===== config.mk =====
export PLATFORM = sky130hd
export DESIGN_NAME = p1_debounce
export DESIGN_NICKNAME = d
export VERILOG_FILES = /design/src/rtl/p1_debounce.sv
export SDC_FILE = /design/constraint.sdc
export NUM_CORES = 1
export LEC_CHECK = 0
export CAP_MARGIN = 10
export CORE_AREA = 2 2 39 41
export CTS_CLUSTER_SIZE = 24
export DETAILED_ROUTE_END_ITERATION = 10
export DIE_AREA = 0 0 41 43
export PLACE_DENSITY = 0.42
export SYNTH_ARGS = -nofsm -noshare
export SYNTH_HDL_FRONTEND = slang
export SYNTH_SLANG_ARGS = --single-unit

===== constraint.sdc =====
create_clock -name clk -period 1.7 [get_ports clk]
set_clock_uncertainty 0.2 [all_clocks]
set_input_delay 0.255 -clock clk [delete_from_list [all_inputs] [get_ports clk]]
set_output_delay 0.255 -clock clk [all_outputs]
set_load 0.1 [all_outputs]

===== src/rtl/p1_debounce.sv =====
// P1 pushbutton conditioner: two-flop synchroniser followed by a counter-qualified
// four-state debounce FSM producing a clean level plus one-cycle rise/fall strobes.
//
// state     | meaning
// STABLE_LO | accepted level 0, waiting for a 1 on the synchronised input
// CHK_HI    | counting consecutive 1 samples before accepting the high level
// STABLE_HI | accepted level 1, waiting for a 0 on the synchronised input
// CHK_LO    | counting consecutive 0 samples before accepting the low level
module p1_debounce #(
    parameter int DEBOUNCE_CYCLES = 4
) (
    input  logic clk,
    input  logic reset,
    input  logic btn_raw,
    output logic P1,
    output logic p1_rise,
    output logic p1_fall
);

    localparam int CNT_W = $clog2(DEBOUNCE_CYCLES + 1);
    localparam logic [CNT_W-1:0] CNT_ONE  = CNT_W'(1);
    localparam logic [CNT_W-1:0] CNT_LAST = CNT_W'(DEBOUNCE_CYCLES - 1);

    typedef enum logic [1:0] {
        STABLE_LO = 2'b00,
        CHK_HI    = 2'b01,
        STABLE_HI = 2'b10,
        CHK_LO    = 2'b11
    } state_t;

    state_t           state_q, state_d;
    logic [CNT_W-1:0] cnt_q, cnt_d;
    logic             s1_q, s2_q;
    logic             p1_q, p1_d;
    logic             rise_q, rise_d;
    logic             fall_q, fall_d;

    always_ff @(posedge clk) begin
        if (reset) begin
            s1_q <= 1'b0;
            s2_q <= 1'b0;
        end else begin
            s1_q <= btn_raw;
            s2_q <= s1_q;
        end
    end

    always_ff @(posedge clk) begin
        if (reset) begin
            state_q <= STABLE_LO;
            cnt_q   <= '0;
            p1_q    <= 1'b0;
            rise_q  <= 1'b0;
            fall_q  <= 1'b0;
        end else begin
            state_q <= state_d;
            cnt_q   <= cnt_d;
            p1_q    <= p1_d;
            rise_q  <= rise_d;
            fall_q  <= fall_d;
        end
    end

    // The sample that leaves a stable state counts as the first qualifying
    // sample, so acceptance happens on the DEBOUNCE_CYCLES-th consecutive one.
    always_comb begin
        state_d = state_q;
        cnt_d   = '0;
        p1_d    = p1_q;
        rise_d  = 1'b0;
        fall_d  = 1'b0;
        case (state_q)
            STABLE_LO: begin
                if (s2_q) begin
                    state_d = CHK_HI;
                    cnt_d   = CNT_ONE;
                end
            end
            CHK_HI: begin
                if (!s2_q) begin
                    state_d = STABLE_LO;
                end else if (cnt_q == CNT_LAST) begin
                    state_d = STABLE_HI;
                    p1_d    = 1'b1;
                    rise_d  = 1'b1;
                end else begin
                    cnt_d = cnt_q + CNT_ONE;
                end
            end
            STABLE_HI: begin
                if (!s2_q) begin
                    state_d = CHK_LO;
                    cnt_d   = CNT_ONE;
                end
            end
            CHK_LO: begin
                if (s2_q) begin
                    state_d = STABLE_HI;
                end else if (cnt_q == CNT_LAST) begin
                    state_d = STABLE_LO;
                    p1_d    = 1'b0;
                    fall_d  = 1'b1;
                end else begin
                    cnt_d = cnt_q + CNT_ONE;
                end
            end
            default: begin
                state_d = STABLE_LO;
            end
        endcase
    end

    assign P1      = p1_q;
    assign p1_rise = rise_q;
    assign p1_fall = fall_q;

endmodule


==> reports/qor.yml, run 1 <==
crit_arrival_ns: 0.87
clkTransAtPathRegs_ns: 0.06
wirelength_um: 572
finalCritPeriodShare_pct: 77.9
cts_sinks: 10
yosysUniqueCellTypes: 15
reg2reg_to: "P1"
start_util_pct: 25.0
synthCells: 31
cap_violations: 0
cp_num_buf_inv: 1
worst_slew_pin_slew_ns: 0.250
slew_headroom_pct: 83.3
holdPathStages: 1
core_area_um2: 1380
cpMaxStageDelayCell: "dfxtp_1"
dr.pass1.iters: 4
ioPinCount: 6
num-fill-cells: 138
insertion_delay_ns: 0.27
vdd_ir_drop_max_mv: 0.416
via_per_inst: 4.64
critical-path-top-delay-family: "flip-flops"
status: "finished, final reports clean"
dp_hpwl_um: 420
cp_data_required_time_ns: 1.24
seq_area_frac_synth_pct: 58.0
synth_warnings: 0
worst_r2r_path_depth: 4
ctsRootBufferMaster: "clkbuf_4"
cts-hold-fix-buffers: 0
cts.htree.levels: 1
die_h_um: 43
route.detailed.drc: 0
portBuffers: 5
grt_overflow: 0
synth_largest_type_area_fraction_pct: 58.0
clockBufferDepth: 2
syn-num-nets: 35
register_area_um2: 200
crit_type: "reg -> out"
end_kind: "primary output"
antenna_found_initial: 0
worstHoldPathType: "reg -> reg"
path_cells: "buf_12"
tritoncts: "yes"
start_kind: "flop"
critical_path.reg2reg.startpoint: "cnt_q[0]"
synth.avg_cell_area_um2: 11.1
report.final.slew_viol_count: 0
setup-violations-final: 0
syn_to_final_growth_pct: 39.5
synth_area_um2: 345
grt_use_total_pct: 9.47
multiInputGateArea_um2: 145
place.gp.congestion: 0.658
r2r_setup_slack_ns: 0.40
via_count: 260
postCtsSetupRepairBufs: 0
max_clock_freq_ghz: 0.755
rsz0062_at_grt: "no"
die_area_um2: 1760
ys_ff_latch: 10
grt_pass1_vias: 243
grt_pass1_wl_um: 993
total_power_w: 0.000499
drive_above_1_share_pct: 20.0
numCtsBuffers: 3
grt_max_degree: 8
wl_per_cell_um: 10.2
hold_viol_final: 0
slowest_delay_ns: 0.40
p_per_area_nw_per_um2: 1040
nets: 45
final_antenna_net_count: 0
synth_area_leaders: "dfxtp_1 58%, nand2b_1 7.2%, and4b_1 5.8%"
leakage_nw: 0.189
tns_ns: 0
cts_resized: 0
post-synth-top-area-cell: "dfxtp_1"
die_w_um: 41
crit_path_max_fanout: 3
antenna_cells: 0
fp-row-count: 14
drt-initial-drc-count: 4
hp-start: "s1_q"
min_period_ns: 1.32
final_cell_mix: "10 x dfxtp_1, 4 x nand2b_1, 3 x clkbuf_4, 3 x buf_12"
final_common_cell: "dfxtp_1"
min_to: "s2_q"
[state kept, by name, indices dropped and copies added, names as in the netlist, named ones only]
name and flops:
p1_fall 1, s1_q 1, state_q 1, s2_q 1, p1_rise 1, cnt_q 3
P1 1
[final cells by class]
type / instances / area share, %
sequential: 10 / 41.6
multi-input combinational: 21 / 30.1
timing repair buffer: 5 / 16.6
clock buffer: 4 / 7.53
tap: 16 / 4.16
[power by group]
group / total (W) / switching, W / leakage [nW] / internal (W)
clock: 0.000214 / 0.0000835 / 0.0210 / 0.000130
sequential: 0.000245 / 0.00000509 / 0.0813 / 0.000240
combinational: 0.0000400 / 0.0000231 / 0.0867 / 0.0000169
[cell families (layout without fill, tap and decap cells)]
logic type,after synthesis,after routing,synth area share [%]
AND/OR/NAND/NOR,14,14,27.2
flip-flops,10,10,58.0
adder cells (fa/ha/maj),1,1,3.62
buffers and inverters,0,9,0
AO/OA/AOI/OAI,6,6,11.2
[synthesized netlist by cell type, drive strengths merged]
master	instances
dfxtp	10
nand2b	4
a21oi	3
and4b	2
nor2b	2
nor3	2
a21boi	1
and2	1
and4	1
ha	1
nand3b	1
nor2	1
o21ai	1
o21bai	1
[metrics by stage]
step,cells,area (µm²),setup slack [ns],hold slack (ns),utilization (%)
2_1_floorplan,31,345,0.151,0.124,-
3_3_place_gp,52,445,0.267,0.226,32.2
3_5_place_dp,52,445,0.235,0.240,32.2
4_1_cts,56,482,0.363,0.244,34.8
5_1_grt,56,482,0.248,0.263,34.8
6_report,56,482,0.376,0.244,34.8
[worst max path at each step]
stage	startpoint	endpoint	slack, ns	depth (start not counted)
floorplan	P1	P1	0.15	2
finish	P1	P1	0.38	1
global route	cnt_q[0]	P1	0.25	4
global placement	reset	cnt_q[2]	0.27	3
CTS	P1	P1	0.36	1
detailed placement	reset	cnt_q[2]	0.23	3
[per-layer routing]
metal / vias to the layer above / wire length, µm / GRT usage (%)
met2: 9 / 242 / 10.9
met5: - / 0 / 0
met3: 5 / 35 / 3.14
met1: 120 / 251 / 10.4
li1: 126 / - / -
met4: 0 / 42 / 14.0
No activity file was read; power rests on OpenSTA's default activity.
==> run 2: changes to the inputs <==
==> constraint.sdc (replaced) <==
create_clock -name clk -period 1.3 [get_ports clk]
set_clock_uncertainty 0.2 [all_clocks]
set_input_delay 0.195 -clock clk [delete_from_list [all_inputs] [get_ports clk]]
set_output_delay 0.195 -clock clk [all_outputs]
set_load 0.1 [all_outputs]
==> run 2 against run 1 <==
Compared with the run above:
- combinational power up 45%
- first-iteration DRC count rose to 2.8 times the previous value
- setup slack worse by 0.30 ns
- critical path type is now reg -> reg
- total power up 32%
- critical path depth up 3
- count of clock-buffer cells in the layout unchanged
- core utilization up 3.3 points
- worst hold slack worse by 0.00074 ns
==> reports/qor.yml, run 2 (synthesis gave the netlist of run 1 again) <==
status: "finished, final reports clean"  # unchanged
vdd_ir_drop_max_mv: 0.585  # was 0.416 mV
r2r_setup_slack_ns: 0.08  # was 0.40 ns
clockBufferDepth: 2  # unchanged
die_w_um: 41  # unchanged
cts.htree.levels: 1  # unchanged
hold_viol_final: 0  # unchanged
utilization_pct: 38.2  # was 34.8%
via_per_inst: 4.63  # was 4.64
finalCritPeriodShare_pct: 94.0
final_antenna_net_count: 0  # unchanged
antenna_cells: 0  # unchanged
final_cell_mix: "5 x dfxtp_2, 5 x dfxtp_1, 4 x nand2b_1"  # was 10 x dfxtp_1, 4 x nand2b_1, 3 x clkbuf_4, 3 x buf_12
worst_slew_pin_slew_ns: 0.216  # was 0.250 ns
p_per_area_nw_per_um2: 1240  # was 1040 nW/µm²
portBuffers: 5  # unchanged
largest_reg_flops: 3  # unchanged
cp_data_required_time_ns: 1.25  # was 1.24 ns
crit_path_max_fanout: 5  # was 3
p_comb_share_pct: 8.8  # was 8.0%
grt_pass1_vias: 255  # was 243
tns_ns: 0  # unchanged
slowest_delay_ns: 0.34  # was 0.40 ns
wirelength_um: 662  # was 572 µm
critical-path-top-delay-family: "flip-flops"  # unchanged
ioPinCount: 6  # unchanged
route.detailed.drc: 0  # unchanged
numCtsBuffers: 3  # unchanged
die_area_um2: 1760  # unchanged
end_kind: "flop"  # was primary output
max_clock_freq_ghz: 0.819
p_seq_share_pct: 49.0  # was 49.1%
dr.pass1.iters: 4  # unchanged
fp-row-count: 14  # unchanged
cp_num_buf_inv: 0  # was 1
min_period_ns: 1.22
cap_violations: 0  # unchanged
grt_use_total_pct: 10.1  # was 9.47%
setup-violations-final: 0  # unchanged
p_int_w: 0.000511  # was 0.000387 W
drive_above_1_share_pct: 41.9  # was 20.0%
crit_arrival_ns: 1.18  # was 0.87 ns
drt-initial-drc-count: 11  # was 4
core_area_um2: 1380  # unchanged
insertion_delay_ns: 0.27  # about the same
crit_type: "reg -> reg"  # was reg -> out
grt_overflow: 0  # unchanged
leakage_nw: 0.202  # was 0.189 nW
antenna_found_initial: 0  # unchanged
netSwitchingFraction_pct: 22.1  # was 22.4%
die_h_um: 43  # unchanged
cpMaxStageDelayCell: "dfxtp_2"  # was dfxtp_1
regMostFlops: "cnt_q"  # unchanged
rsz0062_at_grt: "yes"  # was no
nets: 48  # was 45
path_cells: "ha_4 -> nand3b_1 -> o21ai_1 -> a21oi_1"  # was buf_12
start_kind: "flop"  # unchanged
place.gp.congestion: 0.693  # was 0.658
grt_max_degree: 7  # was 8
tritoncts: "yes"  # unchanged
cts_sinks: 10  # unchanged
ctsRootBufferMaster: "clkbuf_4"  # unchanged
start_util_pct: 25.0  # unchanged
report.final.slew_viol_count: 0  # unchanged
grt_pass1_wl_um: 1110  # was 993 µm
wl_per_cell_um: 11.2  # was 10.2 µm
via_count: 273  # was 260
dp_hpwl_um: 465  # was 420 µm
power.switching_w: 0.000145  # was 0.000112 W
clkPwrFrac_pct: 42.2  # was 42.9%
clkTransAtPathRegs_ns: 0.06  # about the same
worstHoldPathType: "reg -> reg"  # unchanged
cts-hold-fix-buffers: 0  # unchanged
syn_to_final_growth_pct: 52.9  # was 39.5%
slew_headroom_pct: 85.6  # was 83.3%
## run 2: cell types whose count changed in the layout (fill, tap and decap cells not counted), sizes merged
cell / delta
buf: +3
## run 2: timing repair
| action | 4_1_cts | 5_1_grt |
|---|---|---|
| pin swaps | 0 | 1 |
| gates resized for setup | 2 | 4 |
| setup endpoints to repair | 1 | 3 |
| setup buffers | 1 | 0 |
## run 2: final cells by class
type	count	area [µm²]
fillers	134	856
repair buffers	8	103
flip-flops and latches	10	206
clock buffers	4	36.3
multi-input cells	21	163
well taps	16	20.0
## run 2: power by group through the flow
stage	logic (W)	clock network (W)	registers, W
after floorplan	0.00000972	0	0.000346
after global placement	0.0000568	0	0.000327
after detailed placement	0.0000574	0	0.000328
after CTS	0.0000579	0.000287	0.000321
after global routing	0.0000617	0.000300	0.000322
final	0.0000581	0.000277	0.000322
## run 2: per-layer routing
layer	track usage (%)	up-vias	wire (µm)
li1	-	135	-
met1	13.1	126	291
met2	11.3	9	298
met3	4.71	3	41
met4	10.0	0	29
met5	0	-	0
## run 2: final timing paths
check | to | from | cells past startpoint
max | P1 | cnt_q[1] | 4
min | s2_q | s1_q | 1
max reg2reg | P1 | cnt_q[1] | 4
min reg2reg | s2_q | s1_q | 1
## run 2: stage by stage
step	hold slack (ns)	cell area [µm²]	power, W	setup slack [ns]	cells
CTS	0.249	510	0.000666	0.00878	59
detailed placement	0.240	464	0.000385	-0.00284	54
global placement	0.224	464	0.000384	0.0224	54
finish	0.243	528	0.000657	0.0783	59
global route	0.266	528	0.000684	-0.00326	59
floorplan	0.0567	349	0.000356	0.0914	31
